## config.mk

```make
export PLATFORM = sky130hd
export DESIGN_NAME = boruss_rom_arbiter
export DESIGN_NICKNAME = d
export VERILOG_FILES = /design/src/rtl/boruss_rom_arbiter.sv
export SDC_FILE = /design/constraint.sdc
export NUM_CORES = 1
export LEC_CHECK = 0
export BUFFER_PORTS_ARGS = -buffer_cell sky130_fd_sc_hd__buf_2
export CELL_PAD_IN_SITES_DETAIL_PLACEMENT = 1
export CELL_PAD_IN_SITES_GLOBAL_PLACEMENT = 2
export CORE_ASPECT_RATIO = 0.9
export CORE_MARGIN = 3
export CORE_UTILIZATION = 28
export DETAILED_ROUTE_END_ITERATION = 16
export GPL_TIMING_DRIVEN = 0
export PLACE_DENSITY_LB_ADDON = 0.1
export SYNTH_ARGS = -nofsm -noshare
export SYNTH_HDL_FRONTEND = slang
export SYNTH_SLANG_ARGS = --single-unit
```

## constraint.sdc

```tcl
create_clock -name clk -period 1.6 [get_ports clk]
set_input_delay 0.16 -clock clk [delete_from_list [all_inputs] [get_ports clk]]
set_output_delay 0.16 -clock clk [all_outputs]
set_load 0.05 [all_outputs]
```

## src/rtl/boruss_rom_arbiter.sv

```systemverilog
// boruss_rom_arbiter: shares the single combinational program-ROM read port
// between CPU instruction fetch (port F) and a debug/dump reader (port D).
// F has priority; after STARVE_LIMIT consecutive F grants with D pending,
// D is forced through. One access every three cycles (IDLE -> READ -> RESP).
//
// Ports:
//   clk, reset            rising-edge clock, synchronous active-high reset
//   fetch_req/fetch_addr  F request, held until fetch_ack
//   fetch_ack/fetch_data  F one-cycle ack pulse, data held until next F ack
//   dbg_req/dbg_addr      D request, held until dbg_ack
//   dbg_ack/dbg_data      D one-cycle ack pulse, data held until next D ack
//   rom_addr/rom_data     registered ROM address, combinational ROM data
//   busy                  high while in READ or RESP
module boruss_rom_arbiter #(
  parameter int unsigned ADDR_WIDTH   = 8,
  parameter int unsigned DATA_WIDTH   = 8,
  parameter int unsigned STARVE_LIMIT = 4
) (
  input  logic                  clk,
  input  logic                  reset,
  input  logic                  fetch_req,
  input  logic [ADDR_WIDTH-1:0] fetch_addr,
  output logic                  fetch_ack,
  output logic [DATA_WIDTH-1:0] fetch_data,
  input  logic                  dbg_req,
  input  logic [ADDR_WIDTH-1:0] dbg_addr,
  output logic                  dbg_ack,
  output logic [DATA_WIDTH-1:0] dbg_data,
  output logic [ADDR_WIDTH-1:0] rom_addr,
  input  logic [DATA_WIDTH-1:0] rom_data,
  output logic                  busy
);

  localparam int unsigned CNT_W = $clog2(STARVE_LIMIT + 1);

  typedef enum logic [1:0] {IDLE, READ, RESP} state_t;

  state_t           state;
  logic             owner_dbg;
  logic [CNT_W-1:0] starve_cnt;
  logic             starved;
  logic             grant_dbg;

  // D wins when it is alone, or when F has starved it for STARVE_LIMIT grants
  assign starved   = (starve_cnt == CNT_W'(STARVE_LIMIT));
  assign grant_dbg = dbg_req && (!fetch_req || starved);

  // Access sequencer; requests are only sampled in IDLE
  always_ff @(posedge clk) begin
    if (reset) begin
      state      <= IDLE;
      owner_dbg  <= 1'b0;
      starve_cnt <= '0;
      rom_addr   <= '0;
      fetch_data <= '0;
      dbg_data   <= '0;
      fetch_ack  <= 1'b0;
      dbg_ack    <= 1'b0;
      busy       <= 1'b0;
    end else begin
      fetch_ack <= 1'b0;
      dbg_ack   <= 1'b0;
      case (state)
        IDLE: begin
          if (fetch_req || dbg_req) begin
            owner_dbg <= grant_dbg;
            rom_addr  <= grant_dbg ? dbg_addr : fetch_addr;
            busy      <= 1'b1;
            state     <= READ;
            // Count only F grants that made a pending D wait
            if (grant_dbg || !dbg_req) begin
              starve_cnt <= '0;
            end else if (!starved) begin
              starve_cnt <= starve_cnt + CNT_W'(1);
            end
          end
        end
        READ: begin
          if (owner_dbg) begin
            dbg_data <= rom_data;
          end else begin
            fetch_data <= rom_data;
          end
          fetch_ack <= !owner_dbg;
          dbg_ack   <= owner_dbg;
          state     <= RESP;
        end
        RESP: begin
          busy  <= 1'b0;
          state <= IDLE;
        end
        default: begin
          busy  <= 1'b0;
          state <= IDLE;
        end
      endcase
    end
  end

endmodule

```

# After elaboration in Yosys (flattened, before gate mapping)
# Index checks and enable logic that the tools add are counted.
[totals]
mem_bits_ro = 0
ram_bits = 0
input_bits = 28
latchBits = 0
elab_cells = 37
mem_count = 0
output_inout_bits = 27
regBits = 33
[op_classes]
shifts = 0
muxes = 7
multipliers = 0
n_div = 0
n_eq_ne = 4
n_reduce_logical = 14
order_cmp = 0
add_sub_neg = 1
n_bitwise = 2
[ops]
columns = ["cell", "n"]
rows = [
  ["2-to-1 mux 8 bit", 1],
  ["AND reduction 2 bit", 4],
  ["2-to-1 mux 3 bit", 2],
  ["case mux 2 bit (2 select lines)", 1],
  ["adder 3 x 1 -> 3 bit (second input constant)", 1],
  ["equality test 3 bit (second input constant)", 1],
  ["logical NOT 1 bit", 3],
  ["logical OR 1 bit", 3],
  ["AND reduction 3 bit", 1],
  ["equality test 2 x 1 -> 1 bit (second input constant)", 1],
  ["logical NOT 2 bit", 1],
  ["2-to-1 mux 2 bit", 1],
  ["inequality test 2 x 1 -> 1 bit (second input constant)", 1],
  ["inequality test 2 bit (second input constant)", 1],
  ["NOT 1 bit", 2],
  ["case mux 1 bit (2 select lines)", 1],
  ["OR reduction 2 bit", 1],
  ["logical AND 1 bit", 1],
  ["2-to-1 mux 1 bit", 1],
]

# Depth between registers and ports, before layout
[depth]
ltp_word = 6
depth_mapped = 6
depth_no_buf = 5

# Least setup slack after synthesis
# Ideal clock, no wire load.
[synth_path]
kind = "reg2reg"
from = "register starve_cnt[0]"
to = "register rom_addr[2]"
slack_ns = 0.341
stages_incl_launch_ff = 7
n_path_buf = 1
required_time_ns = 1.512
setup_ns = 0.088
arrival_time_ns = 1.171
cell_sequence = "dfxtp_1 -> inv_1 -> ha_1 -> a21boi_2 -> buf_6 -> o21ai_1 -> a311oi_2"
[synth_via]
elab_chain_len = 4
[synth_rtl]
columns = ["element", "line_no", "text"]
rows = [
  ["start: declaration", "40", "logic [CNT_W-1:0] starve_cnt;"],
  ["start signal: assignment", "74", "starve_cnt <= starve_cnt + CNT_W'(1);"],
  ["equality test 3 bit", "45", "assign starved = (starve_cnt == CNT_W'(STARVE_LIMIT));"],
  ["logical OR 1 bit", "46", "assign grant_dbg = dbg_req && (!fetch_req || starved);"],
  ["logical AND 1 bit", "46", ""],
  ["2-to-1 mux 8 bit", "67", "rom_addr <= grant_dbg ? dbg_addr : fetch_addr;"],
  ["end signal: assignment", "67", ""],
  ["end: declaration", "29", "output logic [ADDR_WIDTH-1:0] rom_addr,"],
]
# Every way passes these cells.
# A chain may end at the register's enable or synchronous reset.

# Final worst setup path
[layout_path]
from = "register starve_cnt[0]"
to = "register rom_addr[4]"
# Same word-level chain as after synthesis.

==> flow_metrics.tcl <==
set metrics [dict create \
    run_status "completed" \
    syn_avg_cell_area_sq_um 9.95 \
    h-tree-depth 2 \
    routedWlPerCell_um 15.7 \
    ctsHoldBuffers 0 \
    crit_path_max_incr_delay_ps 360 \
    final_area_sq_mm 0.00188 \
    grt_start_max_net_pins 11 \
    synth_most_common_cell "dfxtp_1" \
    leakagePower_nw 0.881 \
    total_power_mw 2.18 \
    power_switching_mw 0.653 \
    hold_class "input port to flip-flop" \
    routed_wl_um 4180 \
    fin_crit_ps 1450 \
    grt.total_usage 0.144 \
    coreArea_sq_mm 0.00466 \
    synth_commonest_cells "33 x dfxtp_1, 18 x nor2_1, 16 x mux2i_1, 12 x a21oi_1" \
    cts.repair.resized 0 \
    start_util 0.305 \
    path_clk_slew_ps 70 \
    synth_area_sq_mm 0.00142 \
    clock_latency_ps 280 \
    die_w_um 81.1 \
    synth_top_area_cell "dfxtp_1" \
    clock.fmax_mhz 689 \
    finClkSkew_ps 3.89 \
    cp-end-kind "flip-flop" \
    crit_fanout 10 \
    synth_ff_type "dfxtp_1" \
    hold_viol 0 \
    die_height_um 73.6 \
    ios 55 \
    drive_above_1_share 0.392 \
    tightest_slew_ps 509 \
    areaGrowthSynthToFinish_pct 32.3 \
    cellPowerDensity_mw_per_mm2 1160 \
    hpwlAfterDp_um 3120 \
    intPower_mw 1.53 \
    post_dp_cell_area_sq_mm 0.00177 \
    antenna_found_initial 0 \
    drv_cap 0 \
    switching_share 0.300 \
    cp-start-kind "flip-flop" \
    grt_pass1_vias 1313 \
    nets 233 \
    grt_first_pass_wirelength_um 6330 \
    antenna_cells 0 \
    p_comb_frac 0.212 \
    cts_sinks 33 \
    p_clk_frac 0.373 \
    crit_slowest_cell "dfxtp_1" \
    cts_root_buf "clkbuf_8" \
    post-route-period-util 0.907 \
    netlist.area_leader.share 0.464 \
    port_buffers 53 \
    report.final.slew_viol_count 0 \
    ir_drop_uv 530 \
    ys_warn_count 0 \
    crit_arrival_ps 1650 \
    fin_util 0.404 \
    gp_congestion 0.758 \
    syn_inst 143 \
    post_cts_buffers 0 \
    ys_top_cells_by_area "dfxtp_1 46%, mux2i_1 11%, a311oi_2 6.3%" \
    synth_seq_area_share 0.464 \
    yosys_register_bits 33 \
    die-area_sq_mm 0.00597 \
    postSynth.asyncResetShare 0 \
    crit_type "flip-flop to flip-flop" \
    route.detailed.drc 0 \
    syn-num-nets 173 \
    cts_tree "built" \
    synth_edf_count 0 \
    crit_chain "inv_1 -> ha_1 -> a21boi_2 -> buf_6 -> o21ai_1 -> a311oi_2" \
    firstDrtPassIters 4 \
    route.vias.total 1293 \
    rsz0062_at_grt "false" \
    drt-initial-drc-count 36 \
    max-slew-margin-rel 0.661 \
    max-clock-path-buffers 2 \
    synth_cell_types 31 \
    num_rows 23 \
    cts_made_buffers 5 \
    drtAntennaViolNets 0 \
    cp.required_ps 1800 \
    fin_tns_setup_ps 0 \
    vias_per_cell 4.86 \
    overflow 0 \
    seqPwrFrac 0.415 \
    setup_viol 0 \
]
-- final timing paths --
check,from,to,slack [ps],depth (start not counted)
worst max register to register,starve_cnt[0],rom_addr[4],150,6
worst max-delay path,starve_cnt[0],rom_addr[4],150,6
worst min-delay path,rom_data[2],dbg_data[2],120,3
worst min register to register,busy,busy,490,2
-- cells in the final DEF (no fill, tap or decap), types with 4 or more instances in the layout --
cell	instances
mux2i_1	16
nand3_1	9
o21ai_1	9
a311oi_2	6
dfxtp_1	33
clkbuf_8	6
buf_2	56
clkbuf_1	4
nor2_1	18
a21oi_1	12
-- per-stage QoR --
| stage | worst slack, ps | hold slack, ps | std cells |
|---|---|---|---|
| after floorplan | 341 | 304 | 143 |
| after global placement | 236 | 407 | 258 |
| after detailed placement | 156 | 419 | 258 |
| after CTS | 140 | 121 | 266 |
| after global routing | 37.4 | 135 | 266 |
| final | 149 | 122 | 266 |
-- worst max-delay path: cells and delay by family (launching register included) --
family | cells | cell delay (ps)
AO/OA/AOI/OAI | 3 | 520
adder cells (fa/ha/maj) | 1 | 230
buffers and inverters | 2 | 250
flip-flops | 1 | 360
-- power by group through the flow --
stage          Sequential [mW]  Combinational (mW)  Clock, mW
6_report                 0.905               0.462      0.813
3_3_place_gp             0.919               0.457          0
3_5_place_dp             0.923               0.466          0
4_1_cts                  0.905               0.467      0.830
5_1_grt                  0.911               0.493      0.874
2_1_floorplan             1.07               0.184          0
-- layout make-up --
| class | instances | area (sq um) |
|---|---|---|
| fill | 580 | 2780 |
| multi-input combinational | 96 | 676 |
| sequential | 33 | 661 |
| timing repair buffer | 53 | 265 |
| clock buffer | 7 | 86.3 |
| tap | 62 | 77.6 |
| buffer | 11 | 75.1 |
| clock inverter | 1 | 30.0 |
| inverter | 3 | 11.3 |
-- cells by family after synthesis --
group,Yosys count,share of synthesized area
muxes,16,0.113
AOI/OAI and AO/OA,35,0.179
and+or+nand+nor,43,0.165
DFF,33,0.464
adders and majority gates,2,0.0176
buffers and inverters,14,0.0607
-- routing by layer --
layer  global-route usage  wire [um]  vias up
met2                0.233       1980       34
met1                0.177       1900      622
met3               0.0380        226        7
met4               0.0657         63        0
met5                    0          0        -
li1                     -          -      630
-- sequential cells by signal, summed over array words and instances, names as in the netlist, 2 cells and up --
name / cells
starve_cnt: 3
dbg_data: 8
rom_addr: 8
fetch_data: 8
state: 2
No activity file was read; power rests on OpenSTA's default activity.
